$ cat src/rtl/mmul_host.sv
// mmul_host: initiator-side controller for the mmul 3x3 matrix unit.
//
// Purpose:
//   Collects 2*DIM*DIM operand bytes from an inbound byte stream into
//   packed matrices mat_a and mat_b. It then raises enable towards mmul
//   and waits for done. The packed result is captured and returned as an
//   outbound byte stream, element 0 first.
//
// Ports:
//   clk        rising-edge clock
//   reset      asynchronous, active-low reset
//   in_data    inbound operand byte        in_valid / in_ready handshake
//   out_data   outbound result byte        out_valid / out_ready handshake
//   mat_a      packed operand A; element k = i*DIM+j at [k*ELEM_W +: ELEM_W]
//   mat_b      packed operand B, same packing
//   enable     start/hold request to mmul
//   mat_result packed result from mmul
//   done       mmul result valid
//   busy       low only in LOAD with no byte yet accepted
//   err        sticky run-timeout flag (tied 0 unless the watchdog is built)
//
// Build option:
//   MMUL_HOST_TIMEOUT_EN  when defined, adds a RUN watchdog of TIMEOUT_CYCLES
//                         cycles that aborts to DRAIN and raises err.
//   TIMEOUT_CYCLES is only meaningful in that build.
module mmul_host #(
  parameter int ELEM_W         = 8,
  parameter int DIM            = 3,
  parameter int TIMEOUT_CYCLES = 256,
  localparam int MAT_W         = DIM * DIM * ELEM_W
) (
  input  logic              clk,
  input  logic              reset,
  input  logic [ELEM_W-1:0] in_data,
  input  logic              in_valid,
  output logic              in_ready,
  output logic [ELEM_W-1:0] out_data,
  output logic              out_valid,
  input  logic              out_ready,
  output logic [MAT_W-1:0]  mat_a,
  output logic [MAT_W-1:0]  mat_b,
  output logic              enable,
  input  logic [MAT_W-1:0]  mat_result,
  input  logic              done,
  output logic              busy,
  output logic              err
);

  localparam int NELEM = DIM * DIM;
  localparam int CNT_W = $clog2(2 * NELEM + 1);

  localparam logic [CNT_W-1:0] LAST_IN  = CNT_W'(2 * NELEM - 1);
  localparam logic [CNT_W-1:0] LAST_OUT = CNT_W'(NELEM - 1);
  localparam logic [CNT_W-1:0] B_BASE   = CNT_W'(NELEM);

  typedef enum logic [2:0] {
    S_IDLE,
    S_LOAD,
    S_RUN,
    S_SEND,
    S_DRAIN
  } state_t;

  state_t             state_q, state_d;
  logic [CNT_W-1:0]   cnt_q, cnt_d;
  logic               in_ready_q, in_ready_d;
  logic               out_valid_q, out_valid_d;
  logic [ELEM_W-1:0]  out_data_q, out_data_d;
  logic [MAT_W-1:0]   mat_a_q, mat_a_d;
  logic [MAT_W-1:0]   mat_b_q, mat_b_d;
  logic               enable_q, enable_d;
  logic               busy_q, busy_d;
  // Remaining (not yet presented) result elements, element 1 at the bottom.
  logic [MAT_W-1:0]   res_q, res_d;

`ifdef MMUL_HOST_TIMEOUT_EN
  localparam logic [15:0] TMO_LAST = 16'(TIMEOUT_CYCLES - 1);
  logic               err_q, err_d;
  logic [15:0]        tmo_q, tmo_d;
`endif

  logic               in_fire;
  logic               out_fire;

  assign in_fire  = in_valid & in_ready_q;
  assign out_fire = out_valid_q & out_ready;

  always_comb begin
    state_d     = state_q;
    cnt_d       = cnt_q;
    in_ready_d  = in_ready_q;
    out_valid_d = out_valid_q;
    out_data_d  = out_data_q;
    mat_a_d     = mat_a_q;
    mat_b_d     = mat_b_q;
    enable_d    = enable_q;
    res_d       = res_q;
`ifdef MMUL_HOST_TIMEOUT_EN
    err_d       = err_q;
    tmo_d       = tmo_q;
`endif

    case (state_q)
      // One idle cycle after reset; in_ready comes up on the first LOAD edge.
      S_IDLE: begin
        in_ready_d = 1'b0;
        state_d    = S_LOAD;
      end

      S_LOAD: begin
        in_ready_d = 1'b1;
        if (in_fire) begin
          if (cnt_q < B_BASE) begin
            mat_a_d[int'(cnt_q) * ELEM_W +: ELEM_W] = in_data;
          end else begin
            mat_b_d[int'(cnt_q - B_BASE) * ELEM_W +: ELEM_W] = in_data;
          end
`ifdef MMUL_HOST_TIMEOUT_EN
          if (cnt_q == '0) begin
            err_d = 1'b0;
          end
`endif
          if (cnt_q == LAST_IN) begin
            // Start mmul on the same edge that takes the last operand byte.
            in_ready_d = 1'b0;
            enable_d   = 1'b1;
            cnt_d      = '0;
            state_d    = S_RUN;
`ifdef MMUL_HOST_TIMEOUT_EN
            tmo_d      = '0;
`endif
          end else begin
            cnt_d = cnt_q + 1'b1;
          end
        end
      end

      S_RUN: begin
        enable_d = 1'b1;
        if (done) begin
          enable_d    = 1'b0;
          out_valid_d = 1'b1;
          out_data_d  = mat_result[ELEM_W-1:0];
          res_d       = mat_result >> ELEM_W;
          cnt_d       = '0;
          state_d     = S_SEND;
        end
`ifdef MMUL_HOST_TIMEOUT_EN
        else if (tmo_q == TMO_LAST) begin
          enable_d = 1'b0;
          err_d    = 1'b1;
          state_d  = S_DRAIN;
        end else begin
          tmo_d = tmo_q + 16'd1;
        end
`endif
      end

      S_SEND: begin
        if (out_fire) begin
          if (cnt_q == LAST_OUT) begin
            out_valid_d = 1'b0;
            cnt_d       = '0;
            state_d     = S_DRAIN;
          end else begin
            out_data_d = res_q[ELEM_W-1:0];
            res_d      = res_q >> ELEM_W;
            cnt_d      = cnt_q + 1'b1;
          end
        end
      end

      // mmul clears done after enable drops; never start a new load before.
      S_DRAIN: begin
        if (!done) begin
          in_ready_d = 1'b1;
          state_d    = S_LOAD;
        end
      end

      default: begin
        state_d = S_IDLE;
      end
    endcase

    busy_d = !((state_d == S_LOAD) && (cnt_d == '0));
  end

  always_ff @(posedge clk or negedge reset) begin
    if (!reset) begin
      state_q     <= S_IDLE;
      cnt_q       <= '0;
      in_ready_q  <= 1'b0;
      out_valid_q <= 1'b0;
      out_data_q  <= '0;
      mat_a_q     <= '0;
      mat_b_q     <= '0;
      enable_q    <= 1'b0;
      busy_q      <= 1'b0;
      res_q       <= '0;
`ifdef MMUL_HOST_TIMEOUT_EN
      err_q       <= 1'b0;
      tmo_q       <= '0;
`endif
    end else begin
      state_q     <= state_d;
      cnt_q       <= cnt_d;
      in_ready_q  <= in_ready_d;
      out_valid_q <= out_valid_d;
      out_data_q  <= out_data_d;
      mat_a_q     <= mat_a_d;
      mat_b_q     <= mat_b_d;
      enable_q    <= enable_d;
      busy_q      <= busy_d;
      res_q       <= res_d;
`ifdef MMUL_HOST_TIMEOUT_EN
      err_q       <= err_d;
      tmo_q       <= tmo_d;
`endif
    end
  end

  assign in_ready  = in_ready_q;
  assign out_valid = out_valid_q;
  assign out_data  = out_data_q;
  assign mat_a     = mat_a_q;
  assign mat_b     = mat_b_q;
  assign enable    = enable_q;
  assign busy      = busy_q;

`ifdef MMUL_HOST_TIMEOUT_EN
  assign err = err_q;
`else
  assign err = 1'b0;
`endif

endmodule

$ cat config.mk
export PLATFORM = sky130hd
export DESIGN_NAME = mmul_host
export DESIGN_NICKNAME = d
export VERILOG_FILES = /design/src/rtl/mmul_host.sv
export SDC_FILE = /design/constraint.sdc
export NUM_CORES = 1
export LEC_CHECK = 0
export ABC_AREA = 1
export CORE_MARGIN = 3
export CORE_UTILIZATION = 51
export CTS_CLUSTER_DIAMETER = 120
export DETAILED_ROUTE_END_ITERATION = 8
export PLACE_DENSITY = 0.9
export SYNTH_ARGS = -nofsm -noshare
export SYNTH_HDL_FRONTEND = slang
export SYNTH_SLANG_ARGS = --single-unit
$ cat constraint.sdc
create_clock -name clk -period 3.68 [get_ports clk]
set_input_delay 0.368 -clock clk [delete_from_list [all_inputs] [get_ports clk]]
set_output_delay 0.368 -clock clk [all_outputs]
set_load 0.02 [all_outputs]
After elaboration in Yosys (flattened, before gate mapping) --
Cells that the tools add are included.
Word-level totals: logic and storage cells 84, bits in read-only memories 0, output and inout port bits 157, register bits after elaboration 236, latch bits 0, input bits 85, RAM bits 0, memories kept 0
Operators by class: multiplexer cells 35, eq/ne operators 14, add/sub/neg operators 4, shift-type cells 4, bitwise operators 3, $mul 0, divide/modulo/power cells 0, reduce and logical (&&, ||, !) cells 13, $lt $le $gt $ge 1
Operators by type and width (count):
- $mux 72 | 3
- $bwmux 72 | 2
- $pmux 72 s2 | 1
- $shift 8x33->72 const A | 2
- $shiftx 8x33->72 | 2
- $neg 8->33 | 1
- $neg 9->33 | 1
- $mux 5 | 5
- $mux 8 | 3
- $mux 3 | 6
- $pmux 8 s2 | 1
- $pmux 3 s5 | 1
- $pmux 5 s3 | 1
- $ne 2x2->1 const B | 7
- $mux 1 | 9
- $reduce_and 3->1 | 3
- $reduce_and 4->1 | 2
- $eq 3x1->1 const B | 2
- $eq 3x2->1 const B | 2
- $sub 5x4->6 const B | 1
- $add 5x1->5 const B | 1
- $eq 5x4->1 const B | 1
- $eq 5x5->1 const B | 1
- $logic_not 5->1 | 1
- 12 further kinds | 15

Depth between registers and ports, before layout --
Gate-level depths: netlist (run 1).
depth after elaboration 7, gate-level depth with buffers 21, depth with buffers taken out 20

Worst setup path before layout (run 1) --
OpenSTA, ideal clock, no wires.
path kind reg-to-reg, from register cnt_q[0], to register mat_b_q[31] (netlist: mat_b[31]), setup time 66 ps, path buffers 2, slack 659 ps, arrival 2956 ps, period minus slack after synthesis 3021 ps, stages on the path, launching flop included 21, data required time 3614 ps, cell sequence dfrtp_1 inv_2 buf_6 ha_1 nand2_1 inv_1 nand3_1 inv_1 nand2_2 nor2_1 inv_1 ha_1 nor2_1 and2_0 nand3_1 nand2_1 nand3_4 nor2_4 buf_2 nand3_1 nand2_1
On the way: word-level cells in the longest chain between the ends 4, elaborated cells on any way between the ends 8, those cells by class add/sub: 2; order compare: 1; shift: 2; mux: 1; bitwise: 1; reduce/logical: 1
RTL lines:
- start: declaration | line 65 | logic [CNT_W-1:0] cnt_q, cnt_d;
- start signal: assignment | line 207 | cnt_q <= cnt_d;
- $sub 5x4->6 | line 116 | mat_b_d[int'(cnt_q - B_BASE) * ELEM_W +: ELEM_W] = in_data;
- $neg 9->33 | line 116
- $shiftx 8x33->72 / $shift 8x33->72 (equally long branches) | line 116
- $bwmux 72 | line 116
- end signal: assignment | line 212 | mat_b_q <= mat_b_d;
- end: declaration | line 70 | logic [MAT_W-1:0] mat_b_q, mat_b_d;
Parallel ways exist; a longest one is shown, timed or not. A chain may end at the register's enable or synchronous reset.

Worst setup path in the final report (run 1) --
from register cnt_q[0], to register mat_b_q[15] (netlist: mat_b[15])
The elaborated chain is that of the path after synthesis.

==> impl_metrics.ini, run 1 <==
[finish]
fin_util_pct = 68.46
antenna_cells = 0
nets = 1724
layout-drive-gt1-share_pct = 7.108
fin_area_um2 = 14480
layout-area-overhead-vs-synth_pct = 31.18

[logic_synthesis]
synth_edf_count = 0
yosysTopAreaCell = dfrtp_1
async_reset_ff_share_pct = 100.0
synthCells = 1406
synth_xor_xnor_area_share_pct = 0.07933
avgSynthCellArea_um2 = 7.852
synth_mux_area_share_pct = 0
synth_area_leaders = dfrtp_1 (52%), nand2_1 (16%), o21ai_0 (6.9%)
netlist.area_leader.share_pct = 51.68
yosys.area_share.simple_pct = 29.60
synth_top_family_by_area = simple AND/OR/NAND/NOR gates
syn_area_um2 = 11040
synth-compound-area-share_pct = 9.746
ys_seq_area_share_pct = 51.68
yosys_warnings = 0
yosys-top-cells-count = nand2_1 (471), dfrtp_1 (228), o21ai_0 (153)
synthAdderAreaFrac_pct = 1.247
synth_most_common_cell = nand2_1
syn_nets = 1502
yosysUniqueCellTypes = 38
synth_ff_type = dfrtp_1
ys_seq_elements = 228

[sta]
relSlewSlack_pct = 30.63
max_clock_freq_mhz = 295.4
hold_slack_ns = 0.4270
fin_crit_sh_pct = 91.98
skew_ns = 0.01751
setup_violations = 0
period_minus_slack_ns = 3.385
rsz0062_at_grt = false
slew_violations = 0
setup_tns_ns = 0
worst_pin_slew_ns = 1.041
hold_viol_final = 0

[placement]
dp_hpwl_um = 22200
io_buffers = 240
gp_congestion = 0.9075
placed_cell_area_um2 = 13580

[critical_path]
critPathRequiredTime_ns = 4.13
slowest_delay_ns = 0.58
worstSetupEndpointType = register
path_buf_inv = 3
cp_cell_sequence = inv_2 > ha_2 > inv_2 > nand2_1 > nand2_2 > nand2_1 > nand2_2 > inv_2 > nand2_1 > nor2_1 > nand3_1 > nand2_1
critical-path-top-delay-family = simple AND/OR/NAND/NOR gates
critPathKind = register to register
crit_fanout = 23
crit_top_cell = nand2_1
cpMaxStageDelayCell = nand2_1
startpoint_type = register
crit_arrival_ns = 3.83

[global_routing]
grt_max_degree = 137
grt_overflow = 0
grt_pass1_wl_um = 51570
grt_usage_pct = 26.37
antenna_found_initial = 0
grt_pass1_vias = 10110

[detailed_routing]
vias = 10500
drtIter0Drc = 1066
firstDrtPassIters = 6
viasPerCell = 5.464
drt-wirelength-per-cell_um = 16.61
drc = 0
ant_nets = 0
drt_wl_total_um = 31900

[floorplanning]
ios = 242
initial_core_util_pct = 52.19
num_rows = 53
die_w_um = 153.1
dieArea_um2 = 23450
fp.dieH_um = 153.1
placeableCoreArea_um2 = 21150

[clocking]
cts_made_buffers = 25
cts.sinks = 228
cts_tree = built
clock-root-buffer = clkbuf_16
clk_pin_slew_ns = 0.06
h-tree-depth = 1
cts_buffer_depth = 3
clk_latency_ns = 0.52

[power_and_ir_drop]
p_total_mw = 10.53
clock_power_share_pct = 23.9
p_leak_nw = 6.896
switchingPower_mw = 4.420
switching_share_pct = 41.99
power_frac_comb_pct = 42.5
power.density_nw_per_um2 = 726.8
intPower_mw = 6.106
peakVddDrop_mv = 0.4001
pwr-share-seq_pct = 33.6

[hold_path]
hp-class = input port to register

[flow_run]
max-cap-violations = 0

[outcome]
outcome = finished clean
## per-stage QoR
stage | setup slack (ns) | cells
2_1_floorplan | 0.6590 | 1406
3_3_place_gp | 0.2914 | 1869
3_5_place_dp | 0.02938 | 1869
4_1_cts | 0.1354 | 1918
5_1_grt | 0.04569 | 1921
6_report | 0.2951 | 1921
## path summary, 6_finish.rpt
check / slack [ns] / from / to / depth (start not counted)
max reg2reg: 0.30 / cnt_q[0]$_DFF_PN0_ / mat_b[15]$_DFFE_PN0P_ / 12
max: 0.30 / cnt_q[0]$_DFF_PN0_ / mat_b[15]$_DFFE_PN0P_ / 12
min in group asynchronous: 0.47 / reset / mat_b[28]$_DFFE_PN0P_ / 2
min reg2reg: 0.47 / mat_b[24]$_DFFE_PN0P_ / mat_b[24]$_DFFE_PN0P_ / 2
max in group asynchronous: 2.22 / reset / mat_a[57]$_DFFE_PN0P_ / 3
min: 0.43 / mat_result[64] / res_q[56]$_DFFE_PN0P_ / 3
## timing repair
action	CTS	global route
endpoints found under the hold margin	94	0
resized for setup	0	6
pin swaps	1	1
endpoints found under the setup margin	7	72
hold buffers	1	0
setup buffers	3	3
cloned	0	0
## registers in the layout, indices dropped and copies added, names as in the netlist, 3 cells and up
register	cells
out_data	8
mat_b	72
res_q	64
cnt_q	5
mat_a	72
state_q	3
## worst min-delay path: cells and delay by family
family,cells,cell delay (ns)
buffers and inverters,1,0.39
and+or+nand+nor,1,0.06
AOI/OAI and AO/OA,1,0.06
## logic make-up after synthesis
family                   after synthesis
buffers and inverters                194
flip-flops                           228
XOR/XNOR                               1
AND/OR/NAND/NOR                      757
adder cells (fa/ha/maj)               11
other                                  1
AO/OA/AOI/OAI                        214
## final cells by class
cell class              count  area [um2]
well taps                 275       344.1
clock inverters            12       128.9
fillers                  1575        6671
inverters                 125       473.0
flip-flops and latches    228        5707
multi-input cells         984        4509
repair buffers            264        2615
clock buffers              33       705.7
## metal layers
layer	up-vias	share of wire, %	track usage [%]
li1	4936	-	-
met1	4923	40	33.99
met2	545	49	45.11
met3	93	8.4	4.983
met4	0	3.1	8.655
met5	-	0	0
## power by group through the flow
stage | Sequential [mW] | Clock (mW) | Combinational (mW)
after floorplan | 3.79 | 0 | 2.64
after global placement | 3.52 | 0 | 4.23
after detailed placement | 3.56 | 0 | 4.36
after CTS | 3.53 | 2.55 | 4.41
after global routing | 3.60 | 2.65 | 4.90
final | 3.54 | 2.52 | 4.47
## cell usage in the layout, fill, tap and decap left out, types with 2 or more instances in the layout
| cell type | netlist | layout |
|---|---|---|
| bufinv_16 | 0 | 2 |
| nand2_1 | 471 | 469 |
| nand3_1 | 117 | 116 |
| nand3b_1 | 2 | 2 |
| nand4_1 | 7 | 7 |
| o21ai_0 | 153 | 153 |
| nor2_2 | 3 | 4 |
| buf_12 | 0 | 2 |
| nand2_2 | 11 | 13 |
| clkbuf_8 | 0 | 5 |
| buf_4 | 11 | 21 |
| inv_1 | 114 | 114 |
| clkbuf_16 | 0 | 25 |
| o21ai_1 | 58 | 58 |
| nand2_4 | 2 | 2 |
| clkbuf_1 | 32 | 3 |
| clkinv_2 | 1 | 4 |
| clkinvlp_4 | 0 | 6 |
| dfrtp_1 | 228 | 227 |
| clkdlybuf4s50_1 | 0 | 239 |
| nor2_4 | 8 | 8 |
| nand3_2 | 7 | 8 |
| ha_1 | 11 | 10 |
| inv_2 | 8 | 8 |
| nor2_1 | 93 | 92 |
| nor3_1 | 29 | 29 |
Note: power is estimated with default switching activity, not from simulation.
==> run 2, diff against run 1 <==
- ABC_CLOCK_PERIOD_IN_PS: unset -> 3680
==> results of run 2 <==
Same layout as run 1: the final DEF is identical, and so are final timing and power.
